### src/rtl/cond_unit.sv
// Conditional-execution unit: architectural NZCV flag register, latched condition result
// and condition-gated write enables. Define COND_NV_TRAP_EN to add the registered Undef output.
module cond_unit (
   input  logic       clk,
   input  logic       reset,
   input  logic [3:0] Cond,
   input  logic [3:0] ALUFlags,
   input  logic [1:0] FlagW,
   input  logic       CondLatch,
   input  logic       PCS,
   input  logic       NextPC,
   input  logic       RegW,
   input  logic       MemW,
   output logic       PCWrite,
   output logic       RegWrite,
   output logic       MemWrite,
   output logic       CondEx,
   output logic [3:0] Flags
`ifdef COND_NV_TRAP_EN
   ,
   output logic       Undef
`endif
);

   // Evaluates a 4-bit condition code against {N,Z,C,V}; NV never passes.
   function automatic logic cond_eval(input logic [3:0] cond, input logic [3:0] nzcv);
      logic n;
      logic z;
      logic c;
      logic v;
      logic res;
      {n, z, c, v} = nzcv;
      case (cond)
         4'b0000: res = z;
         4'b0001: res = ~z;
         4'b0010: res = c;
         4'b0011: res = ~c;
         4'b0100: res = n;
         4'b0101: res = ~n;
         4'b0110: res = v;
         4'b0111: res = ~v;
         4'b1000: res = c & ~z;
         4'b1001: res = ~c | z;
         4'b1010: res = (n == v);
         4'b1011: res = (n != v);
         4'b1100: res = ~z & (n == v);
         4'b1101: res = z | (n != v);
         4'b1110: res = 1'b1;
         4'b1111: res = 1'b0;
         default: res = 1'b0;
      endcase
      return res;
   endfunction

   logic [3:0] flags_r;
   logic [3:0] flags_next_s;
   logic       cond_ex_r;
   logic       cond_ex_next_s;
   logic       cond_now_s;

   // Next-state selection; flag writes are qualified by the pre-edge CondEx, and the
   // condition uses the pre-edge flag register (no bypass from ALUFlags).
   always_comb begin
      cond_now_s     = cond_eval(Cond, flags_r);
      cond_ex_next_s = cond_ex_r;
      flags_next_s   = flags_r;
      if (CondLatch) begin
         cond_ex_next_s = cond_now_s;
      end else begin
         cond_ex_next_s = cond_ex_r;
      end
      if (FlagW[1] & cond_ex_r) begin
         flags_next_s[3:2] = ALUFlags[3:2];
      end else begin
         flags_next_s[3:2] = flags_r[3:2];
      end
      if (FlagW[0] & cond_ex_r) begin
         flags_next_s[1:0] = ALUFlags[1:0];
      end else begin
         flags_next_s[1:0] = flags_r[1:0];
      end
   end

   // Flag and condition-result state registers.
   always_ff @(posedge clk or posedge reset) begin
      if (reset) begin
         flags_r   <= 4'b0000;
         cond_ex_r <= 1'b0;
      end else begin
         flags_r   <= flags_next_s;
         cond_ex_r <= cond_ex_next_s;
      end
   end

`ifdef COND_NV_TRAP_EN
   logic undef_r;
   logic undef_next_s;

   // Next value of the NV trap bit, captured alongside CondEx.
   always_comb begin
      undef_next_s = undef_r;
      if (CondLatch) begin
         undef_next_s = (Cond == 4'b1111);
      end else begin
         undef_next_s = undef_r;
      end
   end

   // NV trap register.
   always_ff @(posedge clk or posedge reset) begin
      if (reset) begin
         undef_r <= 1'b0;
      end else begin
         undef_r <= undef_next_s;
      end
   end

   assign Undef = undef_r;
`endif

   assign Flags    = flags_r;
   assign CondEx   = cond_ex_r;
   // NextPC keeps fetch moving even while the current instruction is squashed.
   assign PCWrite  = (PCS & cond_ex_r) | NextPC;
   assign RegWrite = RegW & cond_ex_r;
   assign MemWrite = MemW & cond_ex_r;

endmodule
### config.mk
export PLATFORM = sky130hd
export DESIGN_NAME = cond_unit
export DESIGN_NICKNAME = d
export VERILOG_FILES = /design/src/rtl/cond_unit.sv
export SDC_FILE = /design/constraint.sdc
export NUM_CORES = 1
export LEC_CHECK = 0
export BUFFER_PORTS_ARGS = -buffer_cell sky130_fd_sc_hd__buf_2
export CAP_MARGIN = 20
export CORE_AREA = 2 2 39 41
export CTS_BUF_LIST = sky130_fd_sc_hd__clkbuf_4 sky130_fd_sc_hd__clkbuf_8 sky130_fd_sc_hd__clkbuf_16
export DETAILED_ROUTE_END_ITERATION = 12
export DIE_AREA = 0 0 41 43
export SLEW_MARGIN = 30
export SYNTH_ARGS = -nofsm -noshare
export SYNTH_HDL_FRONTEND = slang
export SYNTH_SLANG_ARGS = --single-unit
### constraint.sdc
create_clock -name clk -period 2.5 [get_ports clk]
set_clock_uncertainty 0.05 [all_clocks]
set_input_delay 0.25 -clock clk [delete_from_list [all_inputs] [get_ports clk]]
set_output_delay 0.25 -clock clk [all_outputs]
set_load 0.02 [all_outputs]
==> results.sh <==
export IMPL_status="finished, final reports clean"
export IMPL_gr_total_overflow=0
export IMPL_wire_per_inst_um=10.5
export IMPL_irDropWorstVdd_uv=392
export IMPL_rsz0062_at_grt="false"
export IMPL_drv_slew=0
export IMPL_start_kind="flop"
export IMPL_arrival_ns=1.95
export IMPL_die_w_um=41
export IMPL_period_share=0.754
export IMPL_fin_setup_tns_ns=0
export IMPL_syn_inst=32
export IMPL_r2r_end="CondEx$_DFFE_PP0P_"
export IMPL_drt_iter0_drc=10
export IMPL_crit_path_max_fanout=4
export IMPL_nets=79
export IMPL_place_gp_congestion=0.642
export IMPL_grt_pass1_vias=283
export IMPL_synth_edff_count=0
export IMPL_clock_root_buffer="clkbuf_4"
export IMPL_drc_errors=0
export IMPL_reg2regPathDepth=4
export IMPL_synthesis_nets=49
export IMPL_hpwl_um=636
export IMPL_worstSetupPathType="reg2reg"
export IMPL_core_area_sq_um=1380
export IMPL_cts_tree="done"
export IMPL_r2r_setup_slack_ns=0.61
export IMPL_power_density_nw_per_um2=1040
export IMPL_dp_cells=72
export IMPL_diodes=0
export IMPL_cap_violations=0
export IMPL_synthTopCellsByCount="dfrtp_1, mux2_2, inv_1, nand2_1"
export IMPL_cp_required_ns=2.57
export IMPL_yosysMostFrequentCell="dfrtp_1"
export IMPL_via_per_inst=4.49
export IMPL_async_flop_share=1.00
export IMPL_num_io_pins=25
export IMPL_path_buf_inv=0
export IMPL_r2r_start="Flags[1]$_DFFE_PP0P_"
export IMPL_syn_cell_area_sq_um=329
export IMPL_finalSetupViolCount=0
export IMPL_grtUsageTotal=0.107
export IMPL_cts_buffer_depth=2
export IMPL_grt_use_met2=0.134
export IMPL_critPathMaxStageDelay_ns=0.41
export IMPL_use_met3=0.0471
export IMPL_insertion_delay_ns=0.24
export IMPL_num_vias=346
export IMPL_synth_seq_cells=5
export IMPL_hold_path_startpoint="ALUFlags[1]"
export IMPL_synth_top_cell_area_share=0.380
export IMPL_end_kind="flop"
export IMPL_ys_warnings_count=0
export IMPL_stdcell_area_sq_um=509
export IMPL_path_clk_slew_ns=0.05
export IMPL_synth_ff_type="dfrtp_1"
export IMPL_yosysTopAreaCell="dfrtp_1"
export IMPL_holdPathStages=2
export IMPL_antenna_found_initial=0
export IMPL_synthTopCellsByArea="dfrtp_1, mux2_2, xnor2_1, mux2_4, and2_1"
export IMPL_dpl_cell_area_sq_um=469
export IMPL_grtUsageMet1=0.136
export IMPL_numCtsBuffers=3
export IMPL_fin_crit_ns=1.89
export IMPL_ys_seq_area_frac=0.380
export IMPL_leakagePower_nw=0.269
export IMPL_slew_headroom=0.818
export IMPL_hp_class="in2reg"
export IMPL_drtPass1Iterations=4
export IMPL_holdWs_ns=0.191
export IMPL_hold_violations=0
export IMPL_avgSynthCellArea_sq_um=10.3
export IMPL_yosysUniqueCellTypes=18
export IMPL_crit_family="compound AO/OA/AOI/OAI gates"
export IMPL_power_mw=0.530
export IMPL_start_util=0.238
export IMPL_instances_no_fill=77
export IMPL_routed_wirelength_um=808
export IMPL_die_area_sq_um=1760
export IMPL_rows=14
export IMPL_grt_busiest_layer="met1"
export IMPL_ant_nets=0
export IMPL_areaGrowthSynthToFinish_pct=54.8
export IMPL_grt_pass1_wl_um=1210
export IMPL_max_freq_mhz=530
export IMPL_crit_slowest_cell="dfrtp_1"
export IMPL_cts_max_level=1
export IMPL_crit_chain="mux2_4, a221o_1, a222oi_1, or3b_1"
export IMPL_die_h_um=43
export IMPL_cts_sinks=5
export IMPL_drive_gt1_frac=0.557
export IMPL_post_cts_setup_buffer_count=0
export IMPL_worstMarginPinSlew_ns=0.272
export IMPL_whs_endpoint="Flags[1]$_DFFE_PP0P_"
export IMPL_grt_max_degree=8
export IMPL_io_buffers=24
==> where the power goes <==
| part | leakage, nW | total [mW] | switching (mW) | internal (mW) |
|---|---|---|---|---|
| logic | 0.192 | 0.254 | 0.127 | 0.127 |
| clock network | 0.0184 | 0.106 | 0.0349 | 0.0713 |
| registers | 0.0587 | 0.170 | 0.0484 | 0.121 |
==> cells in the final DEF (no fill, tap or decap), drive strengths merged <==
master	netlist	routed
buf	0	24
mux2	6	6
dfrtp	5	5
clkbuf	0	4
nand2	3	3
inv	3	3
nor2	2	2
xnor2	2	2
and2	2	2
o31a	1	1
a221o	1	1
o22ai	1	1
nor4b	1	1
nor3	1	1
and3	1	1
a222oi	1	1
or3b	1	1
a21o	1	1
dlygate4sd3	0	1
==> worst max path at each step <==
| stage | cells after the start | to | from |
|---|---|---|---|
| after floorplan | 4 | CondEx$_DFFE_PP0P_ | Flags[3]$_DFFE_PP0P_ |
| after global placement | 5 | CondEx$_DFFE_PP0P_ | Cond[2] |
| after detailed placement | 5 | CondEx$_DFFE_PP0P_ | Cond[2] |
| after CTS | 4 | CondEx$_DFFE_PP0P_ | Flags[1]$_DFFE_PP0P_ |
| after global routing | 4 | CondEx$_DFFE_PP0P_ | Flags[3]$_DFFE_PP0P_ |
| final | 4 | CondEx$_DFFE_PP0P_ | Flags[1]$_DFFE_PP0P_ |
==> layout make-up <==
type,count,area [sq um]
inverter,3,11.3
timing repair buffer,25,130
fill,144,875
sequential,5,125
clock buffer,4,30.0
tap,16,20.0
multi-input combinational,24,193
==> routing by layer <==
metal	vias to the layer above	wire [um]
li1	177	-
met1	154	380
met2	13	352
met3	2	61
met4	0	13
met5	-	0
==> worst register-to-register path, delay by kind of cell (launching register included) <==
family / cells / cell delay [ns]
AOI/OAI and AO/OA: 2 / 0.66
DFF: 1 / 0.41
and+or+nand+nor: 1 / 0.37
muxes: 1 / 0.28
==> registers in the layout, indices dropped and copies added (netlist names) <==
signal / flops
CondEx: 1
Flags: 4
==> per-stage QoR <==
| step | util | setup WS [ns] |
|---|---|---|
| 5_1_grt | 0.368 | 0.539 |
| 6_report | 0.368 | 0.614 |
| 2_1_floorplan | - | 0.619 |
| 3_5_place_dp | 0.339 | 0.595 |
| 4_1_cts | 0.368 | 0.602 |
| 3_3_place_gp | 0.339 | 0.662 |
==> kinds of logic (layout without fill, tap and decap cells) <==
kind of cell / count (synthesis) / in the layout / share of synthesized area
buffers and inverters: 3 / 32 / 0.0342
flip-flops: 5 / 5 / 0.380
XOR/XNOR: 2 / 2 / 0.0532
AND/OR/NAND/NOR: 11 / 11 / 0.183
multiplexers: 6 / 6 / 0.217
AO/OA/AOI/OAI: 5 / 5 / 0.133
==> timing repair <==
| item | CTS | global route |
|---|---|---|
| hold buffers | 1 | 0 |
| gates resized for setup | 0 | 0 |
| endpoints found under the hold margin | 5 | 0 |
Note: power is estimated with default switching activity, not from simulation.
